[config.mk]
export PLATFORM = sky130hd
export DESIGN_NAME = sd_cmd_rx
export DESIGN_NICKNAME = d
export VERILOG_FILES = /design/src/rtl/sd_pkg.sv /design/src/rtl/sd_crc7.sv /design/src/rtl/sd_cmd_rx.sv
export SDC_FILE = /design/constraint.sdc
export NUM_CORES = 1
export LEC_CHECK = 0
export CORE_UTILIZATION = 50
export DETAILED_ROUTE_END_ITERATION = 8
export HOLD_SLACK_MARGIN = 0.12
export PLACE_DENSITY = 0.8
export SLEW_MARGIN = 0
export SYNTH_ARGS = -nofsm -noshare
export SYNTH_HDL_FRONTEND = slang
export SYNTH_SLANG_ARGS = --single-unit
export TNS_END_PERCENT = 20
[constraint.sdc]
create_clock -name clk -period 2.1 [get_ports clk]
set_clock_uncertainty 0.05 [all_clocks]
set_input_delay 0.525 -clock clk [delete_from_list [all_inputs] [get_ports clk]]
set_output_delay 0.525 -clock clk [all_outputs]
set_load 0.02 [all_outputs]
[src/rtl/sd_pkg.sv]
// Shared SD host definitions: response lengths, CRC7 polynomial, receiver states.
package sd_pkg;

    localparam int SD_RESP_SHORT_LEN = 48;
    localparam int SD_RESP_LONG_LEN  = 136;
    localparam logic [6:0] SD_CRC7_POLY = 7'h09;

    typedef enum logic [1:0] {
        IDLE,
        WAIT_START,
        RECV,
        DONE
    } rx_state_t;

endpackage

[src/rtl/sd_crc7.sv]
// Serial CRC7 (x^7+x^3+1), MSB-first input, zero initial value.
module sd_crc7
    import sd_pkg::*;
(
    input  logic       clk,
    input  logic       reset,
    input  logic       clr,
    input  logic       en,
    input  logic       din,
    output logic [6:0] crc
);

    always_ff @(posedge clk or negedge reset) begin
        if (!reset) begin
            crc <= '0;
        end else if (clr) begin
            crc <= '0;
        end else if (en) begin
            crc <= {crc[5:0], 1'b0} ^ ({7{din ^ crc[6]}} & SD_CRC7_POLY);
        end
    end

endmodule

[src/rtl/sd_cmd_rx.sv]
// SD CMD-line response receiver (48-bit and 136-bit R2 frames).
// Define SD_CMD_RX_CRC_EN to build the CRC7 checker; otherwise crc_err is tied 0.
module sd_cmd_rx
    import sd_pkg::*;
#(
    parameter int TIMEOUT_CYCLES = 64
) (
    input  logic         clk,
    input  logic         reset,
    input  logic         en,
    input  logic         long_resp,
    input  logic         sd_cmd,
    output logic         busy,
    output logic         done,
    output logic [135:0] resp,
    output logic         crc_err,
    output logic         end_err,
    output logic         timeout
);

    localparam int WW = $clog2(TIMEOUT_CYCLES + 1);
    localparam logic [WW-1:0] WAIT_LAST = WW'(TIMEOUT_CYCLES - 1);

    rx_state_t      state, next_state;
    logic           len_sel;
    logic           to_pend;
    logic [WW-1:0]  wait_cnt;
    logic [7:0]     bit_cnt;
    logic [7:0]     last_idx;
    logic [135:0]   shreg;
    logic           arm;
    logic           crc_mis;

    assign arm      = (state == IDLE) && en;
    assign last_idx = len_sel ? 8'(SD_RESP_LONG_LEN - 1) : 8'(SD_RESP_SHORT_LEN - 1);

    always_ff @(posedge clk or negedge reset) begin
        if (!reset) begin
            state <= IDLE;
        end else begin
            state <= next_state;
        end
    end

    always_comb begin
        next_state = state;
        case (state)
            IDLE:       if (en) next_state = WAIT_START;
            WAIT_START: begin
                if (!sd_cmd) begin
                    next_state = RECV;
                end else if (wait_cnt == WAIT_LAST) begin
                    next_state = DONE;
                end
            end
            RECV:       if (bit_cnt == last_idx) next_state = DONE;
            DONE:       next_state = IDLE;
            default:    next_state = IDLE;
        endcase
    end

`ifdef SD_CMD_RX_CRC_EN
    logic       crc_en;
    logic [6:0] crc;

    // Start bit is never fed: a 0 into a zeroed register leaves it at 0,
    // so the short-frame window 47..8 reduces to counts 1..39.
    always_comb begin
        crc_en = 1'b0;
        if (state == RECV) begin
            if (len_sel) begin
                crc_en = (bit_cnt >= 8'd8) && (bit_cnt <= 8'd127);
            end else begin
                crc_en = (bit_cnt <= 8'd39);
            end
        end
    end

    sd_crc7 u_crc7 (
        .clk   (clk),
        .reset (reset),
        .clr   (arm),
        .en    (crc_en),
        .din   (sd_cmd),
        .crc   (crc)
    );

    assign crc_mis = (crc != shreg[7:1]);
`else
    assign crc_mis = 1'b0;
`endif

    always_ff @(posedge clk or negedge reset) begin
        if (!reset) begin
            len_sel  <= 1'b0;
            to_pend  <= 1'b0;
            wait_cnt <= '0;
            bit_cnt  <= '0;
            shreg    <= '0;
            busy     <= 1'b0;
            done     <= 1'b0;
            resp     <= '0;
            crc_err  <= 1'b0;
            end_err  <= 1'b0;
            timeout  <= 1'b0;
        end else begin
            done <= 1'b0;
            case (state)
                IDLE: begin
                    if (en) begin
                        len_sel  <= long_resp;
                        to_pend  <= 1'b0;
                        wait_cnt <= '0;
                        busy     <= 1'b1;
                        crc_err  <= 1'b0;
                        end_err  <= 1'b0;
                        timeout  <= 1'b0;
                    end
                end
                WAIT_START: begin
                    if (!sd_cmd) begin
                        // Clearing the upper bits keeps short frames right-aligned.
                        shreg   <= {135'b0, sd_cmd};
                        bit_cnt <= 8'd1;
                    end else begin
                        wait_cnt <= wait_cnt + 1'b1;
                        if (wait_cnt == WAIT_LAST) to_pend <= 1'b1;
                    end
                end
                RECV: begin
                    shreg   <= {shreg[134:0], sd_cmd};
                    bit_cnt <= bit_cnt + 8'd1;
                end
                DONE: begin
                    done    <= 1'b1;
                    busy    <= 1'b0;
                    timeout <= to_pend;
                    if (!to_pend) begin
                        resp    <= shreg;
                        end_err <= ~shreg[0];
                        crc_err <= crc_mis;
                    end
                end
                default: ;
            endcase
        end
    end

endmodule

==> results of run 1 <==
[kinds of logic (layout without fill, tap and decap cells)]
logic type / Yosys count / after routing
buf+inv: 56 / 236
simple gates: 47 / 47
compound gates: 168 / 168
other cells: 1 / 1
fa+ha+maj: 6 / 6
xor+xnor: 6 / 6
mux: 142 / 142
flops: 295 / 295
[path summary, 6_finish.rpt]
kind	endpoint	from	depth (start not counted)
worst max-delay path	resp[128]	resp[128]$_DFFE_PN0P_	1
worst min-delay path	timeout$_DFFE_PN0P_	timeout$_DFFE_PN0P_	1
worst max register to register	shreg[105]$_DFFE_PN0P_	state[1]$_DFFE_PN0P_	7
worst min register to register	timeout$_DFFE_PN0P_	timeout$_DFFE_PN0P_	1
max in group asynchronous	shreg[117]$_DFFE_PN0P_	reset	3
min in group asynchronous	resp[67]$_DFFE_PN0P_	reset	2
[metal layers]
layer / vias to the layer above / share of wire / GRT usage
met5: - / 0 / 0
met4: 0 / 0.016 / 0.0450
met3: 30 / 0.070 / 0.0494
met2: 175 / 0.45 / 0.303
met1: 3485 / 0.46 / 0.286
li1: 2982 / - / -
[cells in the mapped netlist (all sizes together) (2+ instances only)]
library cell | instances | area [um^2]
o31ai | 2 | 15.0
and2 | 3 | 18.8
buf | 46 | 249
nand2b | 2 | 12.5
inv | 7 | 26.3
mux2i | 2 | 20.0
or3 | 2 | 12.5
nor3 | 2 | 10.0
mux2 | 140 | 1580
ha | 6 | 75.1
nor2 | 10 | 37.5
o2111ai | 3 | 32.5
nor2b | 3 | 18.8
o21ai | 10 | 50.1
xor2 | 6 | 52.6
nand3 | 3 | 15.0
clkbuf | 3 | 11.3
a22o | 140 | 1230
a21oi | 9 | 45.0
and4bb | 2 | 25.0
dfrtp | 295 | 7380
nand4 | 5 | 31.3
nand2 | 11 | 48.8
[cells in the final DEF, fill, tap and decap left out, types with 10 or more instances in the layout]
cell / instances
dlymetal6s2s_1: 61
buf_12: 15
buf_4: 16
a22o_1: 140
mux2_2: 139
clkbuf_16: 31
clkdlybuf4s50_1: 29
dlygate4sd2_1: 53
dfrtp_1: 295
nor2_1: 10
[power breakdown]
part           internal (W)  switching [W]  total (W)
combinational       0.00141        0.00242    0.00383
clock               0.00324        0.00215    0.00539
sequential          0.00593       0.000207    0.00614
[flip-flops by register name (all words and copies together) (netlist names), 2 cells and up]
signal	flops
bit_cnt	8
wait_cnt	7
shreg	136
resp	136
state	2
[metrics by stage]
stage / util / instances / setup slack, ns / cell area (um^2) / hold slack, ns
finish: 0.651 / 1181 / 0.0313 / 14200 / 0.445
CTS: 0.644 / 1181 / 0.000654 / 14000 / 0.454
global route: 0.651 / 1181 / 0.000124 / 14200 / 0.468
floorplan: - / 721 / 0.365 / 11100 / 0.179
detailed placement: 0.600 / 1127 / 0.0159 / 13000 / 0.431
global placement: 0.600 / 1127 / 0.0259 / 13000 / 0.431
[worst register-to-register path, delay by kind of cell (launching register included)]
family	cells	cell delay [ns]
buf+inv	3	0.57
flops	1	0.44
fa+ha+maj	1	0.37
compound gates	2	0.37
simple gates	1	0.08
[layout make-up]
cell class | instances | share of cell area
Multi-Input combinational cell | 370 | 0.242
Sequential cell | 295 | 0.521
Clock buffer | 40 | 0.0607
Inverter | 7 | 0.00186
Clock inverter | 13 | 0.0111
Timing Repair Buffer | 176 | 0.139
Tap cell | 280 | 0.0247
[timing repair]
action                     CTS  global route
setup buffers                0             0
hold endpoints to repair    47             0
hold buffers                 1             0
setup endpoints to repair   53            61
resized for setup           53            61
==> flow_metrics.py, run 1 <==
metrics = {
    "worst_setup_path": {
        "cp_cell_sequence": "clkdlybuf4s50_1",
        "path_buf_inv": 1,
        "crit_path_end_kind": "primary output",
        "critPathMaxStageDelay_ns": 0.61,
        "cpLargestDelayFamily": "buffers and inverters",
        "criticalPathCategory": "flip-flop to primary output",
        "critPathLaunchType": "flip-flop",
        "r2r_slack_ns": 0.16,
        "cp_data_arrival_time_ns": 1.49,
        "crit_fanout": 2,
        "crit_slowest_cell": "clkdlybuf4s50_1",
        "cp.required_ns": 1.52,
    },
    "floorplanning": {
        "dieHeight_um": 151,
        "io_pins": 146,
        "die_area_mm2": 0.0227,
        "initial_core_util": 0.508,
        "die_w_um": 151,
        "row_count": 54,
        "core_mm2": 0.0218,
    },
    "grt": {
        "grt_overflow": 0,
        "grt_pass1_vias": 6676,
        "grt_max_degree": 74,
        "grtUsageTotal": 0.198,
        "antenna_found_initial": 0,
        "grt_pass1_wl_mm": 35.7,
    },
    "sta": {
        "maxSlewHeadroom": 0.664,
        "rsz0062_at_grt": "no",
        "tns_ns": 0,
        "fin_crit_ns": 2.07,
        "worst_slew_pin_slew_ns": 0.505,
        "finalCritPeriodShare": 0.985,
        "setup_viol": 0,
        "slew_violations": 0,
        "hold_viol": 0,
        "fmax_mhz": 483,
    },
    "routing": {
        "drtAntennaViolNets": 0,
        "via_per_inst": 5.65,
        "route.detailed.drc": 0,
        "vias": 6672,
        "avgRoutedWirePerCell_um": 18.8,
        "wirelength_mm": 22.2,
        "first_iter_violations": 323,
        "first_pass_iters": 4,
    },
    "run": {
        "max_cap_viol_count": 0,
    },
    "logic_synthesis": {
        "synth_fp_nets": 732,
        "synth.distinct_cells": 37,
        "ys_seq_area_frac": 0.668,
        "synth-async-reset-ratio": 1.00,
        "synthCells": 721,
        "yosys_warnings": 0,
        "synth_xor_area_frac": 0.00475,
        "synth_compound_area_frac": 0.127,
        "synth-adder-area-share": 0.00679,
        "synth_seq_cells": 295,
        "ys.flop_type": "dfrtp_1",
        "synth-edff-count": 0,
        "synthSimpleGateAreaFrac": 0.0235,
        "synth_top_family_by_area": "multiplexers",
        "synth_area_per_cell_um2": 15.3,
        "synth.mux.area_fraction": 0.144,
        "mappedNetlistArea_mm2": 0.0111,
    },
    "placement": {
        "dp_hpwl_mm": 13.8,
        "portBuffers": 144,
        "gp_congestion": 0.767,
    },
    "finish": {
        "multi_input_area_mm2": 0.00342,
        "final_nets": 891,
        "nFillCells": 1576,
        "antenna_cells": 0,
        "syn_to_final_growth_pct": 28.0,
        "regArea_mm2": 0.00738,
        "drive_gt1_frac": 0.250,
    },
    "clock_tree": {
        "htree_levels": 1,
        "cts.sinks": 295,
        "numCtsBuffers": 30,
        "clk_path_buf_depth": 3,
        "path_clk_slew_ns": 0.06,
        "insertion_delay_ns": 0.53,
        "cts_tree": "done",
        "cts_root_buffer": "clkbuf_16",
    },
    "hold_path": {
        "min_path_type": "flip-flop to flip-flop",
    },
    "power": {
        "powerDensity_mw_per_mm2": 1080,
        "power_leakage_nw": 8.19,
        "power_w": 0.0154,
        "peakVddDrop_uv": 1170,
    },
    "outcome": {
        "status": "completed",
    },
}
No activity file was read; power rests on OpenSTA's default activity.
==> run 2, diff against run 1 <==
--- a/config.mk
+++ b/config.mk
@@ -5,6 +5,7 @@
 export SDC_FILE = /design/constraint.sdc
 export NUM_CORES = 1
 export LEC_CHECK = 0
+export CAP_MARGIN = 20
 export CORE_UTILIZATION = 50
 export DETAILED_ROUTE_END_ITERATION = 8
 export HOLD_SLACK_MARGIN = 0.12
@@ -12,5 +13,6 @@
 export SLEW_MARGIN = 0
 export SYNTH_ARGS = -nofsm -noshare
 export SYNTH_HDL_FRONTEND = slang
+export SYNTH_HIERARCHICAL = 1
 export SYNTH_SLANG_ARGS = --single-unit
 export TNS_END_PERCENT = 20
==> results of run 2 <==
No change in the layout: final DEF, timing and power equal those of run 1.
Among the figures that moved: Yosys warning count 0 -> 6
